File: src/rtl/dac_interface_serial.sv
// rtl/dac_interface_serial.sv - serial SYNC/SCLK/DIN/LDAC write controller for the bias DAC
// Optional LDAC pulse after each frame: define DAC_LDAC_PULSE_EN.
module dac_interface_serial #(
  parameter int NBIT    = 24,
  parameter int CLK_DIV = 2,
  parameter int T_QUIET = 3,
  parameter int T_LDAC  = 2
) (
  input  logic            clk0,
  input  logic            rst,
  input  logic            en,
  input  logic [NBIT-1:0] din,
  output logic            rdy,
  output logic            SYNC,
  output logic            SCLK,
  output logic            DIN,
  output logic            LDAC,
  output logic [3:0]      state
);

  localparam int M1   = (NBIT > 2 * CLK_DIV) ? NBIT : 2 * CLK_DIV;
  localparam int M2   = (M1 > T_QUIET) ? M1 : T_QUIET;
  localparam int MAXV = (M2 > T_LDAC) ? M2 : T_LDAC;
  localparam int CW   = $clog2(MAXV + 1);

  typedef enum logic [3:0] {
    s_idle  = 4'd0,
    s_load  = 4'd1,
    s_shift = 4'd2,
    s_quiet = 4'd3,
    s_ldac  = 4'd4
  } state_t;

  state_t          state_q, state_d;
  logic [NBIT-1:0] shreg_q, shreg_d;
  logic [CW-1:0]   bit_q, bit_d;
  logic [CW-1:0]   div_q, div_d;
  logic [CW-1:0]   cnt_q, cnt_d;
  logic            sync_q, sync_d;
  logic            sclk_q, sclk_d;
  logic            dout_q, dout_d;
  logic            ldac_q, ldac_d;
  logic            rdy_q, rdy_d;

  always_ff @(posedge clk0 or negedge rst) begin
    if (!rst) begin
      state_q <= s_idle;
      shreg_q <= '0;
      bit_q   <= '0;
      div_q   <= '0;
      cnt_q   <= '0;
      sync_q  <= 1'b1;
      sclk_q  <= 1'b1;
      dout_q  <= 1'b0;
      ldac_q  <= 1'b1;
      rdy_q   <= 1'b0;
    end else begin
      state_q <= state_d;
      shreg_q <= shreg_d;
      bit_q   <= bit_d;
      div_q   <= div_d;
      cnt_q   <= cnt_d;
      sync_q  <= sync_d;
      sclk_q  <= sclk_d;
      dout_q  <= dout_d;
      ldac_q  <= ldac_d;
      rdy_q   <= rdy_d;
    end
  end

  always_comb begin
    state_d = state_q;
    shreg_d = shreg_q;
    bit_d   = bit_q;
    div_d   = div_q;
    cnt_d   = cnt_q;
    sync_d  = sync_q;
    sclk_d  = sclk_q;
    dout_d  = dout_q;
    ldac_d  = ldac_q;
    rdy_d   = rdy_q;
    unique case (state_q)
      s_idle: begin
        rdy_d = 1'b1;
        if (en) begin
          shreg_d = din;
          rdy_d   = 1'b0;
          state_d = s_load;
        end
      end
      s_load: begin
        sync_d  = 1'b0;
        dout_d  = shreg_q[NBIT-1];
        bit_d   = '0;
        div_d   = '0;
        state_d = s_shift;
      end
      s_shift: begin
        // div_q counts clk0 edges within one SCLK period; DIN only moves on the rising edge
        div_d = div_q + CW'(1);
        if (div_q == CW'(CLK_DIV - 1)) sclk_d = 1'b0;
        if (div_q == CW'(2 * CLK_DIV - 1)) begin
          div_d  = '0;
          sclk_d = 1'b1;
          if (bit_q == CW'(NBIT - 1)) begin
            sync_d  = 1'b1;
            dout_d  = 1'b0;
            cnt_d   = '0;
            state_d = s_quiet;
          end else begin
            shreg_d = shreg_q << 1;
            dout_d  = shreg_q[NBIT-2];
            bit_d   = bit_q + CW'(1);
          end
        end
      end
      s_quiet: begin
        if (cnt_q == CW'(T_QUIET - 1)) begin
          cnt_d = '0;
`ifdef DAC_LDAC_PULSE_EN
          ldac_d  = 1'b0;
          state_d = s_ldac;
`else
          rdy_d   = 1'b1;
          state_d = s_idle;
`endif
        end else begin
          cnt_d = cnt_q + CW'(1);
        end
      end
      s_ldac: begin
        if (cnt_q == CW'(T_LDAC - 1)) begin
          cnt_d   = '0;
          ldac_d  = 1'b1;
          rdy_d   = 1'b1;
          state_d = s_idle;
        end else begin
          cnt_d = cnt_q + CW'(1);
        end
      end
      default: state_d = s_idle;
    endcase
`ifndef DAC_LDAC_PULSE_EN
    // transparent update: LDAC tied low whenever out of reset
    ldac_d = 1'b0;
`endif
  end

  assign rdy   = rdy_q;
  assign SYNC  = sync_q;
  assign SCLK  = sclk_q;
  assign DIN   = dout_q;
  assign LDAC  = ldac_q;
  assign state = state_q;

endmodule

File: config.mk
export PLATFORM = sky130hd
export DESIGN_NAME = dac_interface_serial
export DESIGN_NICKNAME = d
export VERILOG_FILES = /design/src/rtl/dac_interface_serial.sv
export SDC_FILE = /design/constraint.sdc
export NUM_CORES = 1
export LEC_CHECK = 0
export ABC_AREA = 1
export CAP_MARGIN = 20
export CORE_ASPECT_RATIO = 1.4
export CORE_MARGIN = 2
export CORE_UTILIZATION = 54
export DETAILED_ROUTE_END_ITERATION = 8
export PLACE_DENSITY = 0.79
export SETUP_SLACK_MARGIN = 0.5
export SLEW_MARGIN = 5
export SYNTH_ARGS = -nofsm -noshare
export SYNTH_HDL_FRONTEND = slang
export SYNTH_SLANG_ARGS = --single-unit
File: constraint.sdc
create_clock -name clk0 -period 2.2 [get_ports clk0]
set_clock_uncertainty 0.1 [all_clocks]
set_input_delay 0.33 -clock clk0 [delete_from_list [all_inputs] [get_ports clk0]]
set_output_delay 0.33 -clock clk0 [all_outputs]
set_load 0.005 [all_outputs]
==> key figures, run 1 <==
Global route
  • Global-route wire length before repair: 8176 um
  • Initial antenna violation count: 0
  • Total GRT Usage: 21.13%
  • Global route overflow: 0
  • Vias in the first global route: 1,856
  • Largest net degree at the start of global routing: 47

Critical path
  • Worst EP required: 2.30 ns
  • Critical path class: reg -> reg
  • Startpoint types: flop
  • Setup crit start: state[1]$_DFFE_PN0P_
  • Worst Path Arrival: 1.90 ns
  • Element type at the critical path end: flop
  • R2r startpoint: state[1]$_DFFE_PN0P_
  • Worst Path Max Fanout: 12

Place
  • # port buffers: 33
  • HPWL after DPL: 3202 um
  • Gpl congestion: 0.8423
  • # placed instances: 357

Detailed routing
  • Final antenna-violating net count: 0
  • Final wirelength: 5493 um
  • Vias per inst: 5.256
  • # DRC: 0
  • Routed via count: 1,992
  • 1st-pass router iterations: 4
  • Routed len/inst: 14.49 um
  • Iteration-0 DRC Markers: 67

STA
  • Final Critical Period: 1.801 ns
  • Fin. max-slew vios: 0
  • Final Hold Vio Count: 0
  • RSZ-0062 raised after global routing: yes
  • Final setup TNS: 0 ns
  • Slew @ Worst Pin: 0.5905 ns
  • Slew margin rel.: 60.63%
  • Fmax: 0.5552 GHz
  • Endpoints failing setup: 0
  • Period utilization: 81.87%

Floorplan
  • Initial Util: 55.14%
  • # rows: 29
  • Boundary Pins: 36
  • Core ar.: 4463 um2
  • Die area: 5121 um2
  • Die Span X: 61.06 um
  • Die extent in y: 83.88 um

Yosys
  • Avg Cell Area, Syn: 9.149 um2
  • Synth Instances: 269
  • Post-synth top area share: 43.72%
  • Post-Syn Area: 2461 um2
  • Main area contributors after synthesis: dfrtp_1 44%, mux2i_1 9.8%, nand2_1 8.7%
  • Post-synthesis sequential area ratio: 46.92%
  • FF+latch count, synth: 46
  • Syn. warnings: 0
  • Unique masters post-synth: 30
  • Cell accounting for the most synthesized area: dfrtp_1

Hold path
  • Min-Delay Path Class: in -> async

CTS
  • Clock Tree Buf Depth: 2
  • TritonCTS Buffers: 5
  • CTS Sinks: 46
  • Root Buffer: clkbuf_8
  • Clk slew on worst S/H paths: 0.09 ns
  • Clk_lat worst skew: 0.31 ns
  • CTS tree: yes
  • Post-cts hold buffer count: 0
  • Htree depth: 2

Power and ir drop
  • Static leakage: 1.489 nW
  • Power Total: 4.639 mW
  • Worst vdd ir: 0.8630 mV
  • Power Density: 1427 nW/um2

Flow run
  • Max-cap violations: 0

Final layout
  • Fillers: 326
  • Nets: 353
  • Ant. Diodes: 0
  • Layout cells sized above 1: 24.29%
  • Fin cells: 379
  • Area growth, synth to finish: 32.08%

Status
  • Status: finished clean
==> report_power, final <==
part	switching (mW)	internal (mW)	total [mW]	leakage [nW]
registers	0.243	1.17	1.42	0.585
clock network	0.286	0.254	0.539	0.0482
logic	1.39	1.29	2.68	0.856
total	1.92	2.72	4.64	1.49
==> stage by stage <==
stage	instance area, um2	hold WS [ns]	worst slack, ns	util, %
2_1_floorplan	2470	-0.06559	0.5048	-
3_3_place_gp	2820	0.3551	0.4855	63.19
3_5_place_dp	2820	0.3544	0.4091	63.19
4_1_cts	2978	0.01614	0.5191	66.72
5_1_grt	3251	0.04102	0.3816	72.83
6_report	3251	0.001338	0.3988	72.83
==> registers in the layout (all words and copies together) (netlist names), 2 cells and up <==
register	count
bit_q	5
cnt_q	5
div_q	5
shreg_q	24
state	2
==> synth_stat cells (all sizes together) <==
| cell | count |
|---|---|
| nand2 | 67 |
| xor2 | 2 |
| dfrtp | 43 |
| nand4 | 5 |
| clkinv | 1 |
| nor2 | 17 |
| xnor2 | 3 |
| a21oi | 4 |
| dfstp | 3 |
| mux2i | 24 |
| nand3 | 21 |
| buf | 10 |
| nor3 | 1 |
| o21ai | 34 |
| clkbuf | 3 |
| inv | 18 |
| o22ai | 2 |
| conb | 1 |
| ha | 10 |
==> cells in the final DEF, fill, tap and decap left out, types with 4 or more instances in the layout <==
cell / count
clkdlybuf4s50_1: 27
clkbuf_16: 4
o21ai_1: 11
buf_4: 10
nor2_1: 13
dfrtp_1: 42
a21oi_1: 4
ha_1: 6
clkbuf_8: 6
inv_2: 5
nand3_1: 20
nand4_1: 4
o21ai_0: 9
inv_1: 13
dlygate4sd2_1: 4
nand2_2: 13
mux2i_1: 24
o21ai_2: 14
nand2_1: 50
nand2_4: 4
==> per-layer routing <==
layer	track usage, %	wire length (um)	vias up
li1	-	-	974
met1	25.15	2200	972
met2	35.59	3015	38
met3	5.116	154	8
met4	7.708	121	0
met5	0	0	-
==> timing repair <==
item	4_1_cts	5_1_grt
pin swaps	0	4
endpoints found under the setup margin	36	35
buffers inserted	3	5
cloned	1	5
resized for setup	11	34
==> worst paths after layout <==
check | slack (ns) | cells after the start | to
max in group asynchronous | 1.58 | 2 | state[1]$_DFFE_PN0P_
hold / removal | 0.001 | 2 | bit_q[4]$_DFFE_PN0P_
min in group clk0 | 0.38 | 2 | rdy$_DFFE_PN0P_
setup / recovery | 0.40 | 8 | shreg_q[22]$_DFFE_PN0P_
hold reg to reg | 0.38 | 2 | rdy$_DFFE_PN0P_
setup reg to reg | 0.40 | 8 | shreg_q[22]$_DFFE_PN0P_
==> kinds of logic after synthesis <==
kind of cell | share of synthesized area (%)
AND/OR/NAND/NOR | 20.64
AO/OA/AOI/OAI | 8.846
adder cells (fa/ha/maj) | 5.084
multiplexers | 9.761
flip-flops | 46.92
other | 0.1524
XOR/XNOR | 1.780
buffers and inverters | 6.812
==> area by class of cell <==
| cell class | count | area (um2) | area share (%) |
|---|---|---|---|
| clock inverters | 1 | 5.005 | 0.1540 |
| well taps | 62 | 77.57 | 2.386 |
| repair buffers | 51 | 568.0 | 17.47 |
| flip-flops and latches | 46 | 1156 | 35.57 |
| multi-input cells | 193 | 1282 | 39.45 |
| clock buffers | 7 | 86.33 | 2.656 |
| inverters | 19 | 75.07 | 2.309 |
==> worst max-delay path, cell delays in order, from the launching register on <==
cell,delay [ns]
dfrtp_2,0.44
inv_2,0.07
ha_4,0.17
inv_2,0.07
nor2_4,0.04
nor2_4,0.12
nand3_4,0.21
clkbuf_16,0.25
o21ai_1,0.22
Power figures use the tool's default switching activity.
==> inputs of run 2 (changes only) <==
==> constraint.sdc (replaced) <==
create_clock -name clk0 -period 1.7 [get_ports clk0]
set_clock_uncertainty 0.1 [all_clocks]
set_input_delay 0.255 -clock clk0 [delete_from_list [all_inputs] [get_ports clk0]]
set_output_delay 0.255 -clock clk0 [all_outputs]
set_load 0.005 [all_outputs]
==> key figures, run 2 (synthesized netlist as in run 1, its figures left out) <==
Critical path
  • Worst EP required: 1.83 ns
  • CP max stage cell: dfrtp_1
  • Worst Setup EP: shreg_q[9]$_DFFE_PN0P_
  • Critical path, cell by cell: inv_2 -> ha_4 -> nand4_2 -> nand3_4 -> buf_12 -> nand2_1 -> o21ai_1
  • FF-to-FF path depth: 7
  • FF-to-FF setup slack: 0.05 ns
  • R2r startpoint: state[0]$_DFFE_PN0P_
  • Critical path's top delay family: simple AND/OR/NAND/NOR gates
  • Critical Path Max Stage Delay: 0.41 ns
  • Element type at the critical path end: flop
  • Worst Path Max Fanout: 24
  • Worst path bufs/invs: 2
  • Critical path class: reg -> reg
  • Worst Path Arrival: 1.78 ns
  • FF-to-FF End: shreg_q[9]$_DFFE_PN0P_
  • Startpoint types: flop
  • Setup crit start: state[0]$_DFFE_PN0P_
  • Crit path depth: 7

Detailed routing
  • Routed via count: 2,150
  • 1st-pass router iterations: 4
  • Routed len/inst: 15.80 um
  • Vias per inst: 5.402
  • Final antenna-violating net count: 0
  • # DRC: 0
  • Iteration-0 DRC Markers: 137
  • Final wirelength: 6287 um

Final layout
  • Commonest non-fill, non-tap cell in the layout: nand2_1
  • Register area: 1156 um2
  • Fin cells: 398
  • Fillers: 280
  • Most frequent cells in the layout: 47 x nand2_1, 42 x dfrtp_1, 28 x o21ai_1
  • Area growth, synth to finish: 44.33%
  • Largest register by flop count: shreg_q
  • Final core utilization: 79.59%
  • Final Cell Area: 3552 um2
  • Nets: 372
  • Layout cells sized above 1: 34.23%
  • Ant. Diodes: 0
  • Area of the multi-input gates: 1414 um2
  • Max reg flops: 24

Global route
  • Global route overflow: 0
  • GR Util met1: 33.13%
  • Global-route wire length before repair: 9708 um
  • Grt peak-use layer: met2
  • Met3 Use GR: 4.651%
  • Total GRT Usage: 25.15%
  • Largest net degree at the start of global routing: 47
  • Initial antenna violation count: 0
  • Vias in the first global route: 2,040
  • Met2 GRT Util: 39.36%

Power and ir drop
  • Clock share of power: 13.0%
  • Static leakage: 1.568 nW
  • Combinational share of power: 59.2%
  • NetSw: 2.641 mW
  • Sw frac: 41.24%
  • Sequential fraction of design power: 27.8%
  • Power Density: 1803 nW/um2
  • Internal power: 3.763 mW
  • Worst vdd ir: 1.152 mV

STA
  • Final setup TNS: 0 ns
  • Endpoints failing setup: 0
  • Fmax: 0.6060 GHz
  • Worst hold slack: 0.3432 ns
  • Final Critical Period: 1.650 ns
  • Fin. max-slew vios: 0
  • Final Hold Vio Count: 0
  • RSZ-0062 raised after global routing: yes
  • Period utilization: 97.08%

CTS
  • CTS Sinks: 46
  • TritonCTS Buffers: 5
  • Clock Tree Buf Depth: 2
  • CTS tree: yes
  • Htree depth: 2
  • Clk_lat worst skew: 0.31 ns
  • Clk slew on worst S/H paths: 0.09 ns
  • Root Buffer: clkbuf_8

Place
  • Gpl congestion: 0.7624
  • # port buffers: 33
  • # placed instances: 361
  • Post-place instance area: 2917 um2
  • HPWL after DPL: 3081 um

Floorplan
  • Initial Util: 55.14%
  • Die extent in y: 83.88 um
  • Die area: 5121 um2
  • # rows: 29
  • Boundary Pins: 36
  • Core ar.: 4463 um2
  • Die Span X: 61.06 um

Flow run
  • Max-cap violations: 0

Status
  • Status: finished clean

Hold path
  • Min-Delay Path Class: in -> async
## run 2: cell types whose count changed in the layout (fill, tap and decap cells not counted), sizes merged, moves of 2 or more
cell           previous run  this run
buf                      15        41
clkbuf                   11         8
dlygate4sd2               4         1
clkdlybuf4s50            27        25
## run 2: cell type report
type                            instances  area share [%]
Clock buffer                            7           2.149
Clock inverter                          1          0.8454
Sequential cell                        46           32.55
Tap cell                               62           2.184
Timing Repair Buffer                   69           20.04
Multi-Input combinational cell        194           39.80
Inverter                               19           2.430
## run 2: power by group through the flow
| stage | logic (mW) | registers [mW] | clock network [mW] |
|---|---|---|---|
| floorplan | 2.01 | 1.76 | 0 |
| global placement | 2.43 | 1.79 | 0 |
| detailed placement | 2.49 | 1.80 | 0 |
| CTS | 3.44 | 1.77 | 0.829 |
| global route | 4.08 | 1.82 | 0.885 |
| finish | 3.79 | 1.78 | 0.833 |
## run 2: repair_timing
action                                  4_1_cts  5_1_grt
gates cloned                                  3        0
hold buffers                                  1        0
gates resized for setup                      86       20
endpoints found under the setup margin       52       52
setup buffers                                18        7
endpoints found under the hold margin        43        0
pin swaps                                    14        5
## run 2: worst min path at each step
stage          start                endpoint  slack (ns)  depth (start not counted)
2_1_floorplan    rst         DIN$_DFFE_PN0P_       -0.14                          0
3_3_place_gp     rst    bit_q[0]$_DFFE_PN0P_        0.16                          2
3_5_place_dp     rst  shreg_q[5]$_DFFE_PN0P_        0.15                          2
4_1_cts          rst  shreg_q[0]$_DFFE_PN0P_        0.35                          3
5_1_grt          rst    bit_q[0]$_DFFE_PN0P_        0.36                          3
6_report         rst  shreg_q[0]$_DFFE_PN0P_        0.34                          3
## run 2: routing by layer
| layer | up-vias | wire [um] |
|---|---|---|
| met3 | 17 | 218 |
| met1 | 1048 | 2480 |
| met2 | 62 | 3363 |
| met5 | - | 0 |
| li1 | 1023 | - |
| met4 | 0 | 225 |
## run 2: worst reg2reg max path: cells and delay by family, from the launching register on
kind	cells	cell delay [ns]
AO/OA/AOI/OAI	1	0.07
adder cells (fa/ha/maj)	1	0.22
buffers and inverters	2	0.30
flip-flops	1	0.41
AND/OR/NAND/NOR	3	0.47
## run 2: per-stage QoR
stage	setup slack, ns	total power, mW
after floorplan	0.1071	3.773
after global placement	0.09204	4.221
after detailed placement	0.04846	4.292
after CTS	0.1134	6.043
after global routing	-0.01614	6.786
final	0.04971	6.404
==> inputs of run 3 (changes only) <==
--- a/config.mk
+++ b/config.mk
@@ -8,10 +8,10 @@
 export ABC_AREA = 1
 export CAP_MARGIN = 20
 export CORE_ASPECT_RATIO = 1.4
-export CORE_MARGIN = 2
+export CORE_MARGIN = 5
 export CORE_UTILIZATION = 54
 export DETAILED_ROUTE_END_ITERATION = 8
-export PLACE_DENSITY = 0.79
+export PLACE_DENSITY = 0.8
 export SETUP_SLACK_MARGIN = 0.5
 export SLEW_MARGIN = 5
 export SYNTH_ARGS = -nofsm -noshare
==> key figures, run 3 (synthesized netlist as in run 1, its figures left out) <==
Status
  • Status: finished, violations left
  • Violated checks: negative hold slack

Floorplan
  • Core ar.: 4463 um2
  • Die area: 6027 um2
  • Die extent in y: 89.88 um
  • Die Span X: 67.06 um
  • Boundary Pins: 36
  • Initial Util: 55.14%
  • # rows: 29

Place
  • Dpl ws: 0.05436 ns
  • # placed instances: 368
  • # port buffers: 33
  • Gpl congestion: 0.8499
  • Post-place instance area: 2957 um2
  • HPWL after DPL: 3494 um

STA
  • Final Hold Vio Count: 16
  • Endpoints failing setup: 0
  • Period utilization: 99.00%
  • RSZ-0062 raised after global routing: yes
  • Worst hold slack: -0.2041 ns
  • Final Critical Period: 1.683 ns
  • Fin. max-slew vios: 0
  • Fmax: 0.5942 GHz
  • Setup ws final: 0.01705 ns
  • Final setup TNS: 0 ns

Detailed routing
  • Iteration-0 DRC Markers: 152
  • Final antenna-violating net count: 0
  • Vias per inst: 5.333
  • Routed via count: 2,133
  • Routed len/inst: 17.02 um
  • Final wirelength: 6807 um
  • 1st-pass router iterations: 4
  • # DRC: 0

Critical path
  • Worst Path Arrival: 1.77 ns
  • Worst Path Max Fanout: 13
  • Critical path's top delay family: buffers and inverters
  • Element type at the critical path end: flop
  • FF-to-FF setup slack: 0.02 ns
  • FF-to-FF path depth: 5
  • FF-to-FF End: shreg_q[20]$_DFFE_PN0P_
  • Critical path, cell by cell: inv_2 -> ha_4 -> buf_4 -> mux2i_1 -> o21ai_2
  • Startpoint types: flop
  • Worst EP required: 1.79 ns
  • CP max stage cell: dfrtp_1
  • R2r startpoint: state[0]$_DFFE_PN0P_
  • Critical path class: reg -> reg
  • Critical Path Max Stage Delay: 0.39 ns
  • Worst path bufs/invs: 2

Final layout
  • Max reg flops: 24
  • Most frequent cells in the layout: 42 x dfrtp_1, 31 x nand2_1, 25 x clkdlybuf4s50_1
  • Final Cell Area: 3665 um2
  • Area growth, synth to finish: 48.91%
  • Ant. Diodes: 0
  • Final core utilization: 82.11%
  • Commonest non-fill, non-tap cell in the layout: dfrtp_1
  • Nets: 374
  • Fin cells: 400
  • Largest register by flop count: shreg_q
  • Fillers: 250
  • Layout cells sized above 1: 41.72%

CTS
  • Clk_lat worst skew: 0.31 ns
  • Clk slew on worst S/H paths: 0.08 ns
  • TritonCTS Buffers: 5
  • Root Buffer: clkbuf_8
  • CTS tree: yes
  • Htree depth: 2
  • Clock Tree Buf Depth: 2
  • CTS Sinks: 46

Power and ir drop
  • Power Total: 7.306 mW
  • Worst vdd ir: 1.446 mV
  • Power Density: 1994 nW/um2
  • Static leakage: 1.648 nW

Global route
  • Vias in the first global route: 2,143
  • Grt peak-use layer: met2
  • Global-route wire length before repair: 9404 um
  • Largest net degree at the start of global routing: 22
  • Met2 GRT Util: 36.26%
  • Global route overflow: 0
  • Met3 Use GR: 4.364%
  • GR Util met1: 22.06%
  • Total GRT Usage: 20.23%
  • Initial antenna violation count: 0

Flow run
  • Max-cap violations: 0

Hold path
  • Min-Delay Path Class: in -> async
## run 3: worst reg2reg max path, stage by stage, from the launching register on
cell     delay [ns]
dfrtp_1        0.39
inv_2          0.11
ha_4           0.26
buf_4          0.30
mux2i_1        0.32
o21ai_2        0.09
## run 3: how the worst max path moves through the flow
| stage | start | endpoint | slack [ns] | cells past startpoint |
|---|---|---|---|---|
| floorplan | state[0]$_DFFE_PN0P_ | shreg_q[3]$_DFFE_PN0P_ | 0.11 | 10 |
| global placement | en | shreg_q[5]$_DFFE_PN0P_ | 0.11 | 7 |
| detailed placement | en | shreg_q[10]$_DFFE_PN0P_ | 0.05 | 7 |
| CTS | state[1]$_DFFE_PN0P_ | cnt_q[2]$_DFFE_PN0P_ | 0.09 | 8 |
| global route | state[0]$_DFFE_PN0P_ | shreg_q[10]$_DFFE_PN0P_ | -0.04 | 5 |
| finish | state[0]$_DFFE_PN0P_ | shreg_q[20]$_DFFE_PN0P_ | 0.02 | 5 |
## run 3: cell type report
type / instances / area (um2) / area share (%)
sequential: 46 / 1156 / 31.55
clock buffer: 7 / 86.33 / 2.356
multi-input combinational: 193 / 1491 / 40.70
timing repair buffer: 72 / 742.0 / 20.25
tap: 62 / 77.57 / 2.117
clock inverter: 1 / 30.03 / 0.8194
inverter: 19 / 81.33 / 2.219
## run 3: power breakdown
group | leakage, nW | total (mW) | switching [mW] | internal, mW
Sequential | 0.585 | 1.89 | 0.368 | 1.52
Clock | 0.0585 | 0.848 | 0.369 | 0.480
Combinational | 1.00 | 4.57 | 2.30 | 2.27
Total | 1.65 | 7.31 | 3.03 | 4.27
## run 3: what timing repair did
item,CTS,global route
hold endpoints to repair,16,16
gates cloned,2,1
buffers inserted,14,7
resized for setup,53,77
endpoints found under the setup margin,52,52
pin swaps,4,4
## run 3: layer usage
layer	vias to the layer above	share of wire (%)
li1	1016	-
met1	1040	38
met2	55	56
met3	22	3.3
met4	0	3.1
met5	-	0
